==> src/rtl/sram_arb2_ctrl.sv <==
// Two-port round-robin controller in front of one single-port 256x32 SRAM macro.
// Ports: clk/reset; per-port req_valid/req_ready/req_we/req_addrN/req_wdataN;
// resp_valid/resp_rdata back to the requesters; init_done; mem_* pins to the macro.
module sram_arb2_ctrl #(
    parameter int BITS          = 32,
    parameter int ADDR_WIDTH    = 8,
    parameter int WORD_DEPTH    = 256,
    parameter bit INIT_ON_RESET = 1'b1
) (
    input  logic                  clk,
    input  logic                  reset,
    input  logic [1:0]            req_valid,
    output logic [1:0]            req_ready,
    input  logic [1:0]            req_we,
    input  logic [ADDR_WIDTH-1:0] req_addr0,
    input  logic [ADDR_WIDTH-1:0] req_addr1,
    input  logic [BITS-1:0]       req_wdata0,
    input  logic [BITS-1:0]       req_wdata1,
    output logic [1:0]            resp_valid,
    output logic [BITS-1:0]       resp_rdata,
    output logic                  init_done,
    output logic                  mem_ce,
    output logic                  mem_we,
    output logic [ADDR_WIDTH-1:0] mem_addr,
    output logic [BITS-1:0]       mem_wd,
    input  logic [BITS-1:0]       mem_rd
);

    typedef enum logic {
        INIT,
        RUN
    } state_t;

    localparam logic [ADDR_WIDTH:0] LAST_ADDR = (ADDR_WIDTH+1)'(WORD_DEPTH - 1);

    state_t                state;
    logic [ADDR_WIDTH:0]   init_cnt;
    logic                  last_grant;
    logic [1:0]            resp_q;
    logic [1:0]            grant;
    logic                  run;

    // Outputs are forced to their idle values while reset is held.
    assign run = (state == RUN) && !reset;

    // Tie goes to the port that did not win the previous accepted transfer.
    always_comb begin
        grant = 2'b00;
        if (run) begin
            grant[0] = req_valid[0] && (!req_valid[1] || last_grant);
            grant[1] = req_valid[1] && (!req_valid[0] || !last_grant);
        end
    end

    always_comb begin
        mem_ce   = 1'b0;
        mem_we   = 1'b0;
        mem_addr = '0;
        mem_wd   = '0;
        if (!reset && state == INIT) begin
            mem_ce   = 1'b1;
            mem_we   = 1'b1;
            mem_addr = init_cnt[ADDR_WIDTH-1:0];
        end else if (grant[0]) begin
            mem_ce   = 1'b1;
            mem_we   = req_we[0];
            mem_addr = req_addr0;
            mem_wd   = req_wdata0;
        end else if (grant[1]) begin
            mem_ce   = 1'b1;
            mem_we   = req_we[1];
            mem_addr = req_addr1;
            mem_wd   = req_wdata1;
        end
    end

    always_ff @(posedge clk) begin
        if (reset) begin
            if (INIT_ON_RESET) begin
                state <= INIT;
            end else begin
                state <= RUN;
            end
            init_cnt   <= '0;
            last_grant <= 1'b1;
            resp_q     <= 2'b00;
        end else begin
            // Macro read data appears the cycle after the accepting edge.
            resp_q <= grant & ~req_we;
            if (|grant) begin
                last_grant <= grant[1];
            end
            unique case (state)
                INIT: begin
                    init_cnt <= init_cnt + 1'b1;
                    if (init_cnt == LAST_ADDR) begin
                        state <= RUN;
                    end
                end
                RUN: begin
                end
                default: state <= INIT;
            endcase
        end
    end

    assign req_ready  = grant;
    assign resp_valid = resp_q & {2{~reset}};
    assign resp_rdata = mem_rd;
    assign init_done  = run;

endmodule
==> config.mk <==
export PLATFORM = sky130hd
export DESIGN_NAME = sram_arb2_ctrl
export DESIGN_NICKNAME = d
export VERILOG_FILES = /design/src/rtl/sram_arb2_ctrl.sv
export SDC_FILE = /design/constraint.sdc
export NUM_CORES = 1
export LEC_CHECK = 0
export ABC_AREA = 1
export BUFFER_PORTS_ARGS = -buffer_cell sky130_fd_sc_hd__buf_4
export CAP_MARGIN = 20
export CORE_AREA = 2 2 77 79
export DETAILED_ROUTE_END_ITERATION = 8
export DIE_AREA = 0 0 79 81
export GPL_TIMING_DRIVEN = 0
export PLACE_DENSITY = 0.77
export RECOVER_POWER = 100
export SLEW_MARGIN = 20
export SYNTH_ARGS = -nofsm -noshare
export SYNTH_HDL_FRONTEND = slang
export SYNTH_SLANG_ARGS = --single-unit
==> constraint.sdc <==
create_clock -name clk -period 1.88 [get_ports clk]
set_clock_uncertainty 0.15 [all_clocks]
set_input_delay 0.188 -clock clk [delete_from_list [all_inputs] [get_ports clk]]
set_output_delay 0.188 -clock clk [all_outputs]
set_load 0.03 [all_outputs]
# Word level (Yosys, flattened, before mapping)
# Index checks and enable logic that the tools add are counted.
# Widths: inputs -> output; s select.
[word_totals]
register_bits = 13
in_bits = 118
output_inout_bits = 79
wordCells = 37
[op_classes]
add_sub_neg = 1
n_eq_ne = 1
n_mux = 15
bitwise = 5
reduce_logical = 11
[ops]
columns = ["cell", "n"]
rows = [
  ["$mux 32", 3],
  ["$mux 8", 3],
  ["$add 9x1->9 const B", 1],
  ["$eq 9x8->1 const B", 1],
  ["$mux 1", 8],
  ["$and 2x2->2", 2],
  ["$logic_and 1x1->1", 4],
  ["$logic_not 1->1", 4],
  ["$logic_or 1x1->1", 2],
  ["$mux 2", 1],
  ["$not 1->1", 2],
  ["$not 2->2", 1],
  ["$reduce_or 2->1", 1],
]

# Depth between registers and ports, before layout
# Gate-level depths: netlist (run 1).
[depth]
depth_word = 7
ltp_mapped = 8
mapped_depth_nobuf = 8

# Least setup slack after synthesis (run 1)
# OpenSTA, ideal clock, no wires.
[synth_path]
kind = "flip-flop to output port"
from = "reg state"
to = "out mem_wd[22]"
arrival_time_ps = 1232
required_time_ps = 1542
setup_slack_ps = 310
stages_incl_launch_ff = 8
path_buffers = 1
path_cell_list = "dfxtp_1 > nand2_4 > inv_6 > nand3_4 > inv_4 > buf_6 > nand2_1 > nand2_1"
[synth_between]
elab_chain_cells = 5
[synth_rtl]
columns = ["item", "line", "rtl"]
rows = [
  ["from (decl)", "36", "state_t state;"],
  ["from (signal assigned)", "80", "state <= INIT;"],
  ["from (signal assigned)", "82", "state <= RUN;"],
  ["from (signal assigned)", "97", "state <= RUN;"],
  ["$logic_and 1x1->1", "44", "assign run = (state == RUN) && !reset;"],
  ["via init_done", "21", "output logic init_done,"],
  ["$mux 2", "49", "if (run) begin"],
  ["via req_ready[1]", "13", "output logic [1:0] req_ready,"],
  ["$mux 32", "69", "end else if (grant[1]) begin"],
  ["$mux 32", "64", "end else if (grant[0]) begin"],
  ["$mux 32", "60", "if (!reset && state == INIT) begin"],
  ["to (decl)", "25", "output logic [BITS-1:0] mem_wd,"],
]
# The timed path passes the listed nets, and every way through them passes these cells.

# Final worst setup path (run 1)
[layout_path]
from = "reg state"
to = "out mem_wd[15]"
[layout_between]
elab_chain_cells = 5
[layout_rtl]
columns = ["item", "line"]
rows = [
  ["$logic_and 1x1->1", "44"],
  ["$mux 2", "49"],
  ["$mux 32", "69"],
  ["$mux 32", "64"],
  ["$mux 32 *", "60"],
]
# Every way passes the cells marked *; elsewhere a longest branch is shown, timed or not.

==> qor.txt, run 1 <==
status -> finished clean
Seq/Total Area, Yosys -> 0.170
crit path launch type -> flip-flop
Slowest-stage cell, CP -> dfxtp_2
most common cell after layout, fill and taps aside -> buf_4
Worst-path clk slew -> 0.06 ns
DRT iter0 DRCs -> 59
site row count -> 28
Worst Setup End Kind -> output port
Mapped Nets -> 379
number of setup buffers added after CTS -> 0
worst-path cell chain -> nand2_4 > inv_6 > nand3_4 > inv_6 > buf_6 > nand2_1 > nand2_1 > buf_4
Setup CP Type -> flip-flop to output port
GRT Residual Overflow -> 0
H-tree depth -> 1
final setup fails -> 0
final instance area -> 0.00276 mm2
Sink Count -> 13
post-layout total power -> 0.887 mW
static leakage -> 1.61 nW
fin util -> 0.485
Top Ports -> 197
Routability Congestion -> 0.811
Die Y -> 81 um
delay-heaviest family, CP -> buffers and inverters
setup TNS -> 0 ns
Mean Syn Cell Area -> 5.93 um2
fin. max-slew vios -> 0
Worst EP arrival -> 1.46 ns
min-delay worst type -> input port to flip-flop
Area contributors post-synth -> nand2_1 (33%), dfxtp_1 (17%), buf_4 (16%)
Cells after Synth -> 259
TritonCTS buffer count -> 3
CP peak stage delay -> 0.38 ns
Synth warnings -> 0
later-pin clock latency in the skew report -> 0.25 ns
post-synth top area share -> 0.328
Tightest Pin Transition -> 0.424 ns
die span in x -> 79 um
max-cap violation count -> 0
vias per inst -> 4.21
placed cell area -> 0.00286 mm2
# port buffers -> 164
aggregate routed wire length -> 5.73 mm
detailed placer's ending HPWL -> 4.85 mm
antenna viol nets, final -> 0
first-pass GRT wire length -> 8.54 mm
post-synth top area cell -> nand2_1
worst hold slack -> 0.0212 ns
worst vdd ir -> 0.000272 V
Routed wire per std cell -> 11.4 um
TritonRoute pass-1 iters -> 4
Area growth syn-to-layout -> 79.5%
Pwr Density -> 322 mW/mm2
Final nets -> 550
DR vias -> 2123
Final Cycle Share -> 0.959
starting density of the core -> 0.271
peak fanout along the critical path -> 10
CTS tree -> built
Remaining DRCs -> 0
headroom to the max-slew limit -> 0.718
maximum clock path buffer count -> 2
total track usage -> 0.163
most frequent cells in the layout -> buf_4 (141), nand2_1 (134), clkbuf_1 (36), inv_1 (16), nor2_1 (14)
CP Buf/Inv Count -> 4
Root Buffer -> clkbuf_8
RSZ-0062 raised after global routing -> no
fill count -> 623
initial antenna violation count -> 0
die area -> 0.00640 mm2
vias in the first global route -> 1880
largest net degree at the start of global routing -> 11
n_diodes -> 0
Cell Area, Synth -> 0.00154 mm2
share of layout cells above drive strength 1 -> 0.450
Required @ worst endpoint -> 1.54 ns
count of different cell masters after synthesis -> 22
final hold violations -> 0
Core ar. -> 0.00568 mm2
f_max -> 0.555 GHz
post-synthesis register bit count -> 13
fin crit period -> 1.80 ns
-- what timing repair did --
item | in CTS | in global routing
hold buffers | 2 | 0
endpoints found under the hold margin | 2 | 0
endpoints found under the setup margin | 1 | 27
resized for setup | 1 | 2
-- per-stage QoR --
stage | worst slack (ns) | cells
after floorplan | 0.310 | 259
after global placement | 0.270 | 498
after detailed placement | 0.243 | 498
after CTS | 0.0362 | 504
after global routing | 0.0100 | 504
final | 0.0770 | 504
-- worst reg2reg max path, cell delays in order (launching register included) --
cell	delay [ns]
dfxtp_1	0.38
ha_1	0.20
nand2_1	0.07
inv_1	0.09
nand3_1	0.09
nor2_1	0.10
ha_1	0.23
o22ai_1	0.13
-- per-layer routing --
metal,vias to the layer above,GRT usage,share of wire
met5,-,0,0
met1,933,0.181,0.39
met2,90,0.312,0.52
met3,10,0.0300,0.082
met4,0,0.0534,0.013
li1,1090,-,-
-- cell type report --
cell class / instances / area [um2] / area share
Buffer: 40 / 339 / 0.123
Clock buffer: 4 / 45.0 / 0.0163
Sequential cell: 13 / 262 / 0.0949
Inverter: 20 / 90.1 / 0.0327
Multi-Input combinational cell: 186 / 833 / 0.302
Tap cell: 75 / 93.8 / 0.0341
Timing Repair Buffer: 166 / 1090 / 0.396
-- final timing paths --
path / slack (ns) / startpoint / end / cells past startpoint
worst max-delay path: 0.08 / state / mem_wd[15] / 8
worst min-delay path: 0.02 / reset / init_cnt[3] / 2
worst max register to register: 0.36 / init_cnt[1] / init_cnt[8] / 7
worst min register to register: 0.32 / init_cnt[4] / init_cnt[4] / 2
-- synthesized netlist by cell type --
library cell    n
dfxtp_1        13
xnor2_1         1
inv_1          16
a22o_1          1
buf_4          32
a21oi_1         3
nand3_2         7
nor2_1         14
nand2_4         3
inv_4           3
nor3_1          1
nand3_1         8
nor2_2          2
nand2_2         6
buf_6           7
nand4_1         2
inv_6           1
nand2_1       134
ha_1            2
nand3_4         1
buf_12          1
o22ai_1         1
-- cells by family after synthesis --
group | share of synthesized area
DFF | 0.170
xor gates and xnor gates | 0.00571
and+or+nand+nor | 0.511
adders and majority gates | 0.0163
buffers and inverters | 0.278
AOI/OAI and AO/OA | 0.0196
-- state kept, by name (all words and copies together), names as in the netlist --
register and count:
last_grant 1, state 1, resp_q 2, init_cnt 9
-- power breakdown --
part | leakage, nW | internal [mW] | switching [mW]
logic | 1.48 | 0.185 | 0.158
registers | 0.106 | 0.281 | 0.00562
clock network | 0.0228 | 0.150 | 0.108
Power figures use the tool's default switching activity.
==> run 2, diff against run 1 <==
Clock period 1.88 ns to 1.9 ns, I/O delays scaled along.
==> run 2 against run 1 <==
Die area did not move. Critical path depth did not move. Global-route usage did not move. Register-to-register slack barely moved. Worst hold slack improved by 0.0032 ns. Non-clock buffer count did not move. Critical path type unchanged. Critical endpoint is now mem_wd[23]. Largest power group unchanged. Highest routed layer unchanged.
==> qor.txt, run 2 (synthesis gave the netlist of run 1 again) <==
status -> finished clean
largest net degree at the start of global routing -> 11 (unchanged)
final hold violations -> 0 (unchanged)
Reg2Reg Setup Slack -> 0.37 ns (about the same)
die span in x -> 79 um (unchanged)
maximum clock path buffer count -> 2 (unchanged)
most common cell after layout, fill and taps aside -> buf_4
vias in the first global route -> 1880 (unchanged)
f_max -> 0.556 GHz
worst vdd ir -> 0.000268 V (-1.6%)
site row count -> 28 (unchanged)
crit path launch type -> flip-flop
HP Start -> reset
antenna viol nets, final -> 0 (unchanged)
DR vias -> 2124 (+0.047%)
total track usage -> 0.163 (unchanged)
share of layout cells above drive strength 1 -> 0.452 (+0.00233)
DRT iter0 DRCs -> 58 (-1.7%)
Pwr Density -> 321 mW/mm2 (-0.27%)
setup TNS -> 0 ns (unchanged)
Reg with most FFs -> init_cnt
final worst slack -> 0.101 ns (+0.0237 ns)
detailed placer's ending HPWL -> 4.85 mm (unchanged)
first-pass GRT wire length -> 8.54 mm (unchanged)
initial antenna violation count -> 0 (unchanged)
peak fanout along the critical path -> 10 (unchanged)
fin. max-slew vios -> 0 (unchanged)
Reg-to-Reg End -> init_cnt[8]
die area -> 0.00640 mm2 (unchanged)
r2r startpoint -> init_cnt[1]
Area growth syn-to-layout -> 78.2%
RSZ-0062 raised after global routing -> no
Top Ports -> 197 (unchanged)
Switch Pwr -> 0.268 mW (-1.1%)
logic gate share of total power -> 0.387 (about the same)
Sink Count -> 13 (unchanged)
static leakage -> 1.63 nW (+1.1%)
Worst-path clk slew -> 0.06 ns (about the same)
top flop regs -> init_cnt: 9 flops, resp_q: 2 flops
CTS tree -> built
starting density of the core -> 0.271 (unchanged)
later-pin clock latency in the skew report -> 0.25 ns (about the same)
sequential share of power -> 0.323 (about the same)
Hold Crit Depth -> 2 (unchanged)
Pint -> 0.610 mW (-0.95%)
DP Worst Slack -> 0.259 ns (+0.0160 ns)
Final Cycle Share -> 0.947
most frequent cells in the layout -> buf_4 (145), nand2_1 (136), clkbuf_1 (36), inv_1 (16), nor2_1 (14)
Sw Share -> 0.306 (-0.000357)
min-delay worst type -> input port to flip-flop
H-tree depth -> 1 (unchanged)
vias per inst -> 4.21 (about the same)
Routed wire per std cell -> 11.4 um (about the same)
fin crit period -> 1.80 ns
final setup fails -> 0 (unchanged)
aggregate routed wire length -> 5.73 mm (about the same)
GRT Residual Overflow -> 0 (unchanged)
Largest register FFs -> 9 (unchanged)
Setup CP Type -> flip-flop to output port
Core ar. -> 0.00568 mm2 (unchanged)
Tightest Pin Transition -> 0.414 ns (-0.0106 ns)
n_diodes -> 0 (unchanged)
Hold EP -> init_cnt[3]
Remaining DRCs -> 0 (unchanged)
Worst Setup End Kind -> output port
clock power share -> 0.289 (about the same)
r2r worst-path depth -> 7 (unchanged)
TritonCTS buffer count -> 3 (unchanged)
Worst EP arrival -> 1.46 ns (about the same)
Required @ worst endpoint -> 1.56 ns (+0.02 ns)
Final nets -> 550 (unchanged)
Root Buffer -> clkbuf_8
Routability Congestion -> 0.811 (unchanged)
headroom to the max-slew limit -> 0.725 (+0.00702)
max-cap violation count -> 0 (unchanged)
# port buffers -> 164 (unchanged)
TritonRoute pass-1 iters -> 4 (unchanged)
Die Y -> 81 um (unchanged)
run 2: layout make-up:
cell class / count / area (um2)
flip-flops and latches: 13 / 262
inverters: 20 / 87.6
fillers: 630 / 2940
repair buffers: 166 / 1080
plain buffers: 40 / 327
clock buffers: 4 / 45.0
well taps: 75 / 93.8
multi-input cells: 186 / 843
run 2: metal layers:
| metal | vias to the layer above | GRT usage | routed length [um] |
|---|---|---|---|
| met2 | 96 | 0.312 | 2930 |
| met4 | 0 | 0.0534 | 74 |
| met1 | 926 | 0.181 | 2240 |
| met5 | - | 0 | 0 |
| met3 | 9 | 0.0300 | 480 |
| li1 | 1093 | - | - |
run 2: what timing repair did:
item,CTS,global route
gates resized for setup,0,2
endpoints found under the hold margin,2,0
setup endpoints to repair,0,39
buffers inserted,0,0
hold buffers,2,0
run 2: worst max-delay path: stages (launching register included):
cell,delay [ns]
dfxtp_1,0.35
nor2_1,0.07
nor2_2,0.12
nand2_4,0.08
inv_4,0.11
buf_4,0.18
nand2_1,0.06
nand2_1,0.08
buf_4,0.16
run 2: stage by stage:
stage	hold WS [ns]	cell area, um2	power [mW]	util	cells
2_1_floorplan	0.112	1540	0.452	-	259
3_3_place_gp	0.213	2860	0.655	0.504	498
3_5_place_dp	0.215	2860	0.660	0.504	498
4_1_cts	0.0228	2930	0.918	0.515	504
5_1_grt	0.0400	2740	0.916	0.482	504
6_report	0.0244	2740	0.878	0.482	504
run 2: worst max path at each step:
stage	start	end
after floorplan	state	mem_wd[22]
after global placement	reset	mem_wd[15]
after detailed placement	reset	mem_wd[15]
after CTS	state	mem_wd[15]
after global routing	last_grant	mem_wd[26]
final	last_grant	mem_wd[23]
run 2: power by group through the flow:
stage / clock, mW / combinational [mW] / sequential [mW]
6_report: 0.254 / 0.340 / 0.284
5_1_grt: 0.268 / 0.363 / 0.284
4_1_cts: 0.260 / 0.374 / 0.284
3_5_place_dp: 0 / 0.370 / 0.290
3_3_place_gp: 0 / 0.366 / 0.289
2_1_floorplan: 0 / 0.164 / 0.288
